$ cat src/rtl/gray_rd_arbiter.sv
// Two-requester read arbiter for a gray-image memory: round-robin with a bounded burst
// lock, and a fixed 3-cycle grant-to-data pipeline that routes data back to its owner.
module gray_rd_arbiter (
    input  logic        clk,
    input  logic        reset,
    input  logic        m0_req,
    input  logic        m0_lock,
    input  logic [13:0] m0_addr,
    output logic        m0_gnt,
    output logic        m0_rvalid,
    output logic [7:0]  m0_rdata,
    input  logic        m1_req,
    input  logic        m1_lock,
    input  logic [13:0] m1_addr,
    output logic        m1_gnt,
    output logic        m1_rvalid,
    output logic [7:0]  m1_rdata,
    output logic        mem_en,
    output logic [13:0] mem_addr,
    input  logic [7:0]  mem_rdata,
    output logic        busy,
    output logic        dbg_state,
    output logic [3:0]  dbg_burst_cnt
);

    // Handshake: a requester holds mX_req (with lock/addr stable) until mX_gnt; the
    // read is accepted in the cycle where req && gnt, and data returns 3 cycles later
    // as a one-cycle mX_rvalid pulse with no back-pressure.

    typedef enum logic {
        PRI0 = 1'b0,
        PRI1 = 1'b1
    } arb_state_t;

    localparam logic [3:0] BURST_MAX = 4'd9;

    arb_state_t state_q, state_d;
    logic [3:0] burst_cnt_q, burst_cnt_d;
    logic       last_id_q, last_id_d;

    logic       gnt_any;
    logic       gnt_id;
    logic       gnt_lock;
    logic       other_req;
    logic [3:0] cnt_inc;

    logic       tag1_q;
    logic       v2_q;
    logic       tag2_q;

    function automatic arb_state_t pri_of(input logic id);
        return id ? PRI1 : PRI0;
    endfunction

    always_ff @(posedge clk or negedge reset) begin
        if (!reset) begin
            state_q     <= PRI0;
            burst_cnt_q <= 4'd0;
            last_id_q   <= 1'b0;
        end else begin
            state_q     <= state_d;
            burst_cnt_q <= burst_cnt_d;
            last_id_q   <= last_id_d;
        end
    end

    always_comb begin
        state_d     = state_q;
        burst_cnt_d = 4'd0;
        last_id_d   = last_id_q;
        gnt_any     = 1'b0;
        gnt_id      = 1'b0;
        gnt_lock    = 1'b0;
        other_req   = 1'b0;
        cnt_inc     = 4'd1;

        // Grants are suppressed entirely while reset is held.
        if (reset) begin
            gnt_any = m0_req | m1_req;
            if (m0_req && m1_req) begin
                gnt_id = (state_q == PRI1);
            end else begin
                gnt_id = m1_req;
            end
        end

        gnt_lock  = gnt_id ? m1_lock : m0_lock;
        other_req = gnt_id ? m0_req : m1_req;

        if (gnt_id == last_id_q) begin
            cnt_inc = (burst_cnt_q >= BURST_MAX) ? BURST_MAX : burst_cnt_q + 4'd1;
        end

        if (gnt_any) begin
            last_id_d = gnt_id;
            if (!gnt_lock) begin
                state_d = pri_of(~gnt_id);
            end else if (cnt_inc == BURST_MAX && other_req) begin
                // Burst limit reached with a waiting rival: hand priority over.
                state_d = pri_of(~gnt_id);
            end else begin
                state_d     = pri_of(gnt_id);
                burst_cnt_d = cnt_inc;
            end
        end
    end

    assign m0_gnt        = gnt_any & ~gnt_id;
    assign m1_gnt        = gnt_any & gnt_id;
    assign dbg_state     = state_q;
    assign dbg_burst_cnt = burst_cnt_q;

    // Stage 1 is mem_en/tag1, stage 2 is v2/tag2 (memory data present), stage 3 is rvalid.
    always_ff @(posedge clk or negedge reset) begin
        if (!reset) begin
            mem_en    <= 1'b0;
            mem_addr  <= 14'd0;
            tag1_q    <= 1'b0;
            v2_q      <= 1'b0;
            tag2_q    <= 1'b0;
            m0_rvalid <= 1'b0;
            m1_rvalid <= 1'b0;
            m0_rdata  <= 8'd0;
            m1_rdata  <= 8'd0;
            busy      <= 1'b0;
        end else begin
            mem_en <= gnt_any;
            if (gnt_any) begin
                mem_addr <= gnt_id ? m1_addr : m0_addr;
            end
            tag1_q    <= gnt_id;
            v2_q      <= mem_en;
            tag2_q    <= tag1_q;
            m0_rvalid <= v2_q & ~tag2_q;
            m1_rvalid <= v2_q & tag2_q;
            if (v2_q && !tag2_q) begin
                m0_rdata <= mem_rdata;
            end
            if (v2_q && tag2_q) begin
                m1_rdata <= mem_rdata;
            end
            busy <= gnt_any | mem_en | v2_q;
        end
    end

endmodule
$ cat config.mk
export PLATFORM = sky130hd
export DESIGN_NAME = gray_rd_arbiter
export DESIGN_NICKNAME = d
export VERILOG_FILES = /design/src/rtl/gray_rd_arbiter.sv
export SDC_FILE = /design/constraint.sdc
export NUM_CORES = 1
export LEC_CHECK = 0
export CORE_ASPECT_RATIO = 1.5
export CORE_MARGIN = 4
export CORE_UTILIZATION = 44
export CTS_CLUSTER_SIZE = 25
export DETAILED_ROUTE_END_ITERATION = 7
export GPL_TIMING_DRIVEN = 0
export PLACE_DENSITY_LB_ADDON = 0.1
export SLEW_MARGIN = 20
export SYNTH_ARGS = -nofsm -noshare
export SYNTH_HDL_FRONTEND = slang
export SYNTH_SLANG_ARGS = --single-unit
$ cat constraint.sdc
create_clock -name clk -period 3.5 [get_ports clk]
set_clock_uncertainty 0.15 [all_clocks]
set_input_delay 0.35 -clock clk [delete_from_list [all_inputs] [get_ports clk]]
set_output_delay 0.35 -clock clk [all_outputs]
set_load 0.02 [all_outputs]
# After elaboration in Yosys (flattened, before gate mapping)
# Index checks and enable logic that the tools add are counted.
# Widths: inputs -> output; s select.
# totals
regBits	43
latchBits	0
mem_bits_rw	0
mem_bits_ro	0
in_bits	42
out_inout_bits	41
elab_cells	46
memories	0
# op_classes
add_sub_neg	1
n_mul	0
n_div	0
order_cmp	1
eq_ne	2
shifts	0
n_mux	15
bitwise_logic	9
n_reduce_logical	5
# ops
operator	count
$mux 4	5
$mux 14	1
$mux 1	9
$add 4x1->4 const B	1
$and 1x1->1	4
$eq 4x4->1 const B	1
$ge 4x4->1 const B	1
$logic_and 1x1->1	4
$or 1x1->1	3
$not 1->1	2
$eq 1x1->1	1
$logic_not 1->1	1

# Longest topological paths before layout
# logic_depth
depth_word	10
mapped_depth	7
depth_no_buf	7

# Worst setup path before layout
# Ideal clock, no wire load.
# synth_path
path_kind	register to register
from	reg burst_cnt_q[0] (netlist: dbg_burst_cnt[0])
to	reg state_q (netlist: dbg_state)
setup_ps	123
t_arrival_ps	1628
t_required_ps	3227
path_slack_ps	1599
path_stages_with_launch	7
path_buffers	0
period_less_slack_ps	1901
path_cell_list	dfrtp_1 -> ha_1 -> xnor2_1 -> a32oi_2 -> or3_1 -> o22a_1 -> o221a_2
# synth_between
elab_chain_cells	7
elab_cells_between_ends	8
classes_between	add/sub: 1; order compare: 1; eq/ne: 1; mux: 4; reduce/logical: 1
# synth_rtl
item	line	source
from (decl)	38	logic [3:0] burst_cnt_q, burst_cnt_d;
from (signal assigned)	62	burst_cnt_q <= burst_cnt_d;
$add 4x1->4 / $ge 4x4->1 (equally long branches)	91	cnt_inc = (burst_cnt_q >= BURST_MAX) ? BURST_MAX : burst_cnt_q + 4'd1;
$mux 4 *	91	
$mux 4 *	90	if (gnt_id == last_id_q) begin
$eq 4x4->1 *	98	end else if (cnt_inc == BURST_MAX && other_req) begin
$logic_and 1x1->1 *	98	
$mux 1 *	98	
$mux 1 *	96	if (!gnt_lock) begin
to (signal assigned)	61	state_q <= state_d;
to (decl)	37	arb_state_t state_q, state_d;
# Mark *: on every way between the ends. The rest lies on a longest branch, timed or not.
# A chain may end at the register's enable or synchronous reset.

# Worst setup path after layout
# layout_path
from	in reset
to	out m0_gnt
# layout_between
elab_chain_cells	3
elab_cells_between_ends	4
classes_between	mux: 2; bitwise: 2
# layout_rtl
item	line	source
from (decl)	5	input logic reset,
$mux 1	78	if (reset) begin
$not 1->1	108	assign m0_gnt = gnt_any & ~gnt_id;
$and 1x1->1 *	108	
to (decl)	9	output logic m0_gnt,
# Marks and branches as above.

==> key figures <==
Placement
  – Dpl ws: 0.982 ns
  – IO Port Bufs: 82
  – Post-DP HPWL: about 3.4 mm
  – Gpl congestion: 0.849

Synthesis
  – Synth Instances: around 150
  – Prevailing post-synth register cell: dfrtp_1
  – Warning count from the yosys run: 0
  – Post-Syn Nets: slightly below 200
  – Asr flop ratio synth: 100%
  – Post-synth EDFFs: 0
  – Yosys cell types: 29
  – Post-synthesis sequential area ratio: just under 60%
  – Mapped Avg Cell Area: around 12 um^2
  – Netlist Area Pre-Place: approximately 1900 um^2
  – Seq cells post-synth: between 40 and 50

Critical path
  – Cell depth of the worst flop-to-flop path: 6
  – Reg2reg start: dbg_burst_cnt[0]
  – R2R Path End: dbg_state
  – R2R setup slack: roughly 1.5 ns
  – Worst path max stage delay: between 0.6 and 0.7 ns
  – Crit path max-delay cell type: clkdlybuf4s50_1
  – CP max FO: 14
  – CP Launch Type: input pin
  – Worst Setup SP: reset
  – Crit end category: output port
  – WS Path Type: input pin to output port
  – Worst Setup EP: m0_gnt
  – Worst Path Required: ~3 ns
  – Worst Path Arrival: between 2 and 2.5 ns
  – Cell Chain, Critical Path: dlygate4sd3_1 -> buf_2 -> and2_4 -> nand2_2 -> inv_2 -> nor2_1 -> clkdlybuf4s50_1

Global routing
  – GRT Total Usage: approximately 18%
  – Largest net degree at the start of global routing: 35
  – Initial antenna violation count: 0
  – Vias in the first global route: about 1,500
  – First-pass GRT wire length: roughly 7.0 mm
  – Overflow after GRT: 0

Floorplan
  – Initial core utilization: a little under half
  – CORE AREA: roughly 4000 um^2
  – Die area: 5330 um^2
  – Top Ports: 83
  – Die height: between 80 and 90 um
  – Die Width: a little over 60 um
  – Row cnt: 28

Cells and area
  – Share of cells above drive strength 1: between 10% and 20%
  – Most common cell after layout, fill and taps aside: clkdlybuf4s50_1
  – Nets@finish: between 200 and 300
  – Commonest non-fill, non-tap cells in the layout: 81 x clkdlybuf4s50_1, 43 x dfrtp_1, 19 x nand2_1
  – Syn-to-layout area delta: 53.2%
  – # diodes: 0

Timing
  – Final period demand of the worst path: between 2 and 3 ns
  – Final setup vio count: 0
  – Final worst slack: about 0.69 ns
  – Hold Fails Final Rpt: 0
  – Worst hold margin: between 0.2 and 0.25 ns
  – Transition time of the tightest slew-check pin: 0.432 ns
  – Final period util: between 80% and 90%
  – RSZ-0062 raised after global routing: no
  – Setup TNS: 0 ns
  – Fmax achieved: 356 MHz
  – Slew headroom: between 70% and 80%
  – Final Max Slew Viols: 0

CTS
  – Clock transition at the registers of the reported paths: ~0.08 ns
  – CTS sink count: 43
  – Clock buffer count from CTS: 5
  – Post-cts sizing count: 0
  – Root Buffer: clkbuf_8
  – Worst-skew pair later-pin latency: between 0.2 and 0.3 ns
  – H-tree level count: 2
  – Max clock buf depth: 2
  – CTS tree: done

Power
  – Power, Total: approximately 1.3 mW
  – Peak supply drop: roughly 0.36 mV
  – Leakage power: 1.22 nW
  – Power density over the cells: between 400 and 500 nW/um^2

Route
  – Vias post-DR: about 1,500
  – Vias per cell: approximately 5.1
  – Avg WL per Cell: around 15 um
  – Initial detailed-routing violation count: 27
  – Drt total wl: 4.22 mm
  – Remaining antenna violation count after routing: 0
  – First-pass DRT Iterations: 4
  – Post-route DRC: 0

Worst hold path
  – Class of the worst hold path: flip-flop to flip-flop

Flow run
  – Max_cap viols: 0

Outcome
  – Outcome: finished, final reports clean
[worst max-delay path, delay by kind of cell]
kind / cells / cell delay (ns)
buffers and inverters: 4 / 1.49
AND/OR/NAND/NOR: 3 / 0.47
[cell usage after synthesis, types with 2 or more instances]
cell type   n  area, um^2
dfrtp_1    43        1080
buf_2       4        20.0
mux2i_1    14         140
nor2b_1     2        12.5
inv_1       8        30.0
or3_1       2        12.5
o21ai_0    18        90.1
ha_1        3        37.5
nor3_1      4        20.0
nand2_1    19        71.3
mux2_2     16         180
[logic make-up (layout without fill, tap and decap cells)]
logic type / Yosys count / count (layout) / synth area share, %
AOI/OAI and AO/OA: 25 / 25 / 8.51
xor gates and xnor gates: 1 / 1 / 0.473
adders and majority gates: 3 / 3 / 2.03
buffers and inverters: 14 / 106 / 3.51
DFF: 43 / 43 / 58.1
muxes: 30 / 30 / 17.3
and+or+nand+nor: 35 / 35 / 10.1
[layout make-up]
cell class	count	area, um^2
Buffer	5	31.3
Clock buffer	5	68.8
Clock inverter	3	15.0
Fill cell	304	1160
Inverter	9	33.8
Multi-Input combinational cell	94	711
Sequential cell	43	1080
Tap cell	45	56.3
Timing Repair Buffer	84	846
[through the flow]
stage,instance area (um^2),std cells,utilization (%)
5_1_grt,2840,288,71.1
2_1_floorplan,1850,151,-
6_report,2840,288,71.1
3_3_place_gp,2730,278,68.3
3_5_place_dp,2740,279,68.7
4_1_cts,2840,288,71.1
[worst min-delay path by stage]
| stage | end | cells past startpoint | start |
|---|---|---|---|
| final | tag2_q | 0 | tag1_q |
| after global routing | tag2_q | 0 | tag1_q |
| after CTS | tag2_q | 0 | tag1_q |
| after detailed placement | dbg_burst_cnt[2] | 1 | reset |
| after global placement | tag2_q | 0 | tag1_q |
| after floorplan | busy | 0 | reset |
[per-layer routing]
metal | share of wire (%) | wire length [um] | vias to the layer above | global-route usage (%)
met5 | 0 | 0 | - | 0
met4 | 1.4 | 61 | 0 | 5.33
met3 | 8.1 | 342 | 5 | 6.08
met2 | 53 | 2250 | 55 | 30.3
met1 | 37 | 1570 | 694 | 20.0
li1 | - | - | 701 | -
[where the power goes]
part           internal (mW)  switching (mW)
Sequential             0.568          0.0373
Combinational          0.225           0.192
Clock                  0.136           0.158
[sequential cells by signal (all words and copies together) (netlist names)]
register / flops
dbg_state: 1
mem_addr: 14
busy: 1
m1_rdata: 8
tag1_q: 1
tag2_q: 1
m1_rvalid: 1
mem_en: 1
v2_q: 1
last_id_q: 1
m0_rdata: 8
m0_rvalid: 1
dbg_burst_cnt: 4
[what timing repair did]
action | in CTS | in global routing
hold endpoints to repair | 9 | 0
buffers inserted | 0 | 0
hold buffers | 1 | 0
(Power assumes the default switching activity.)
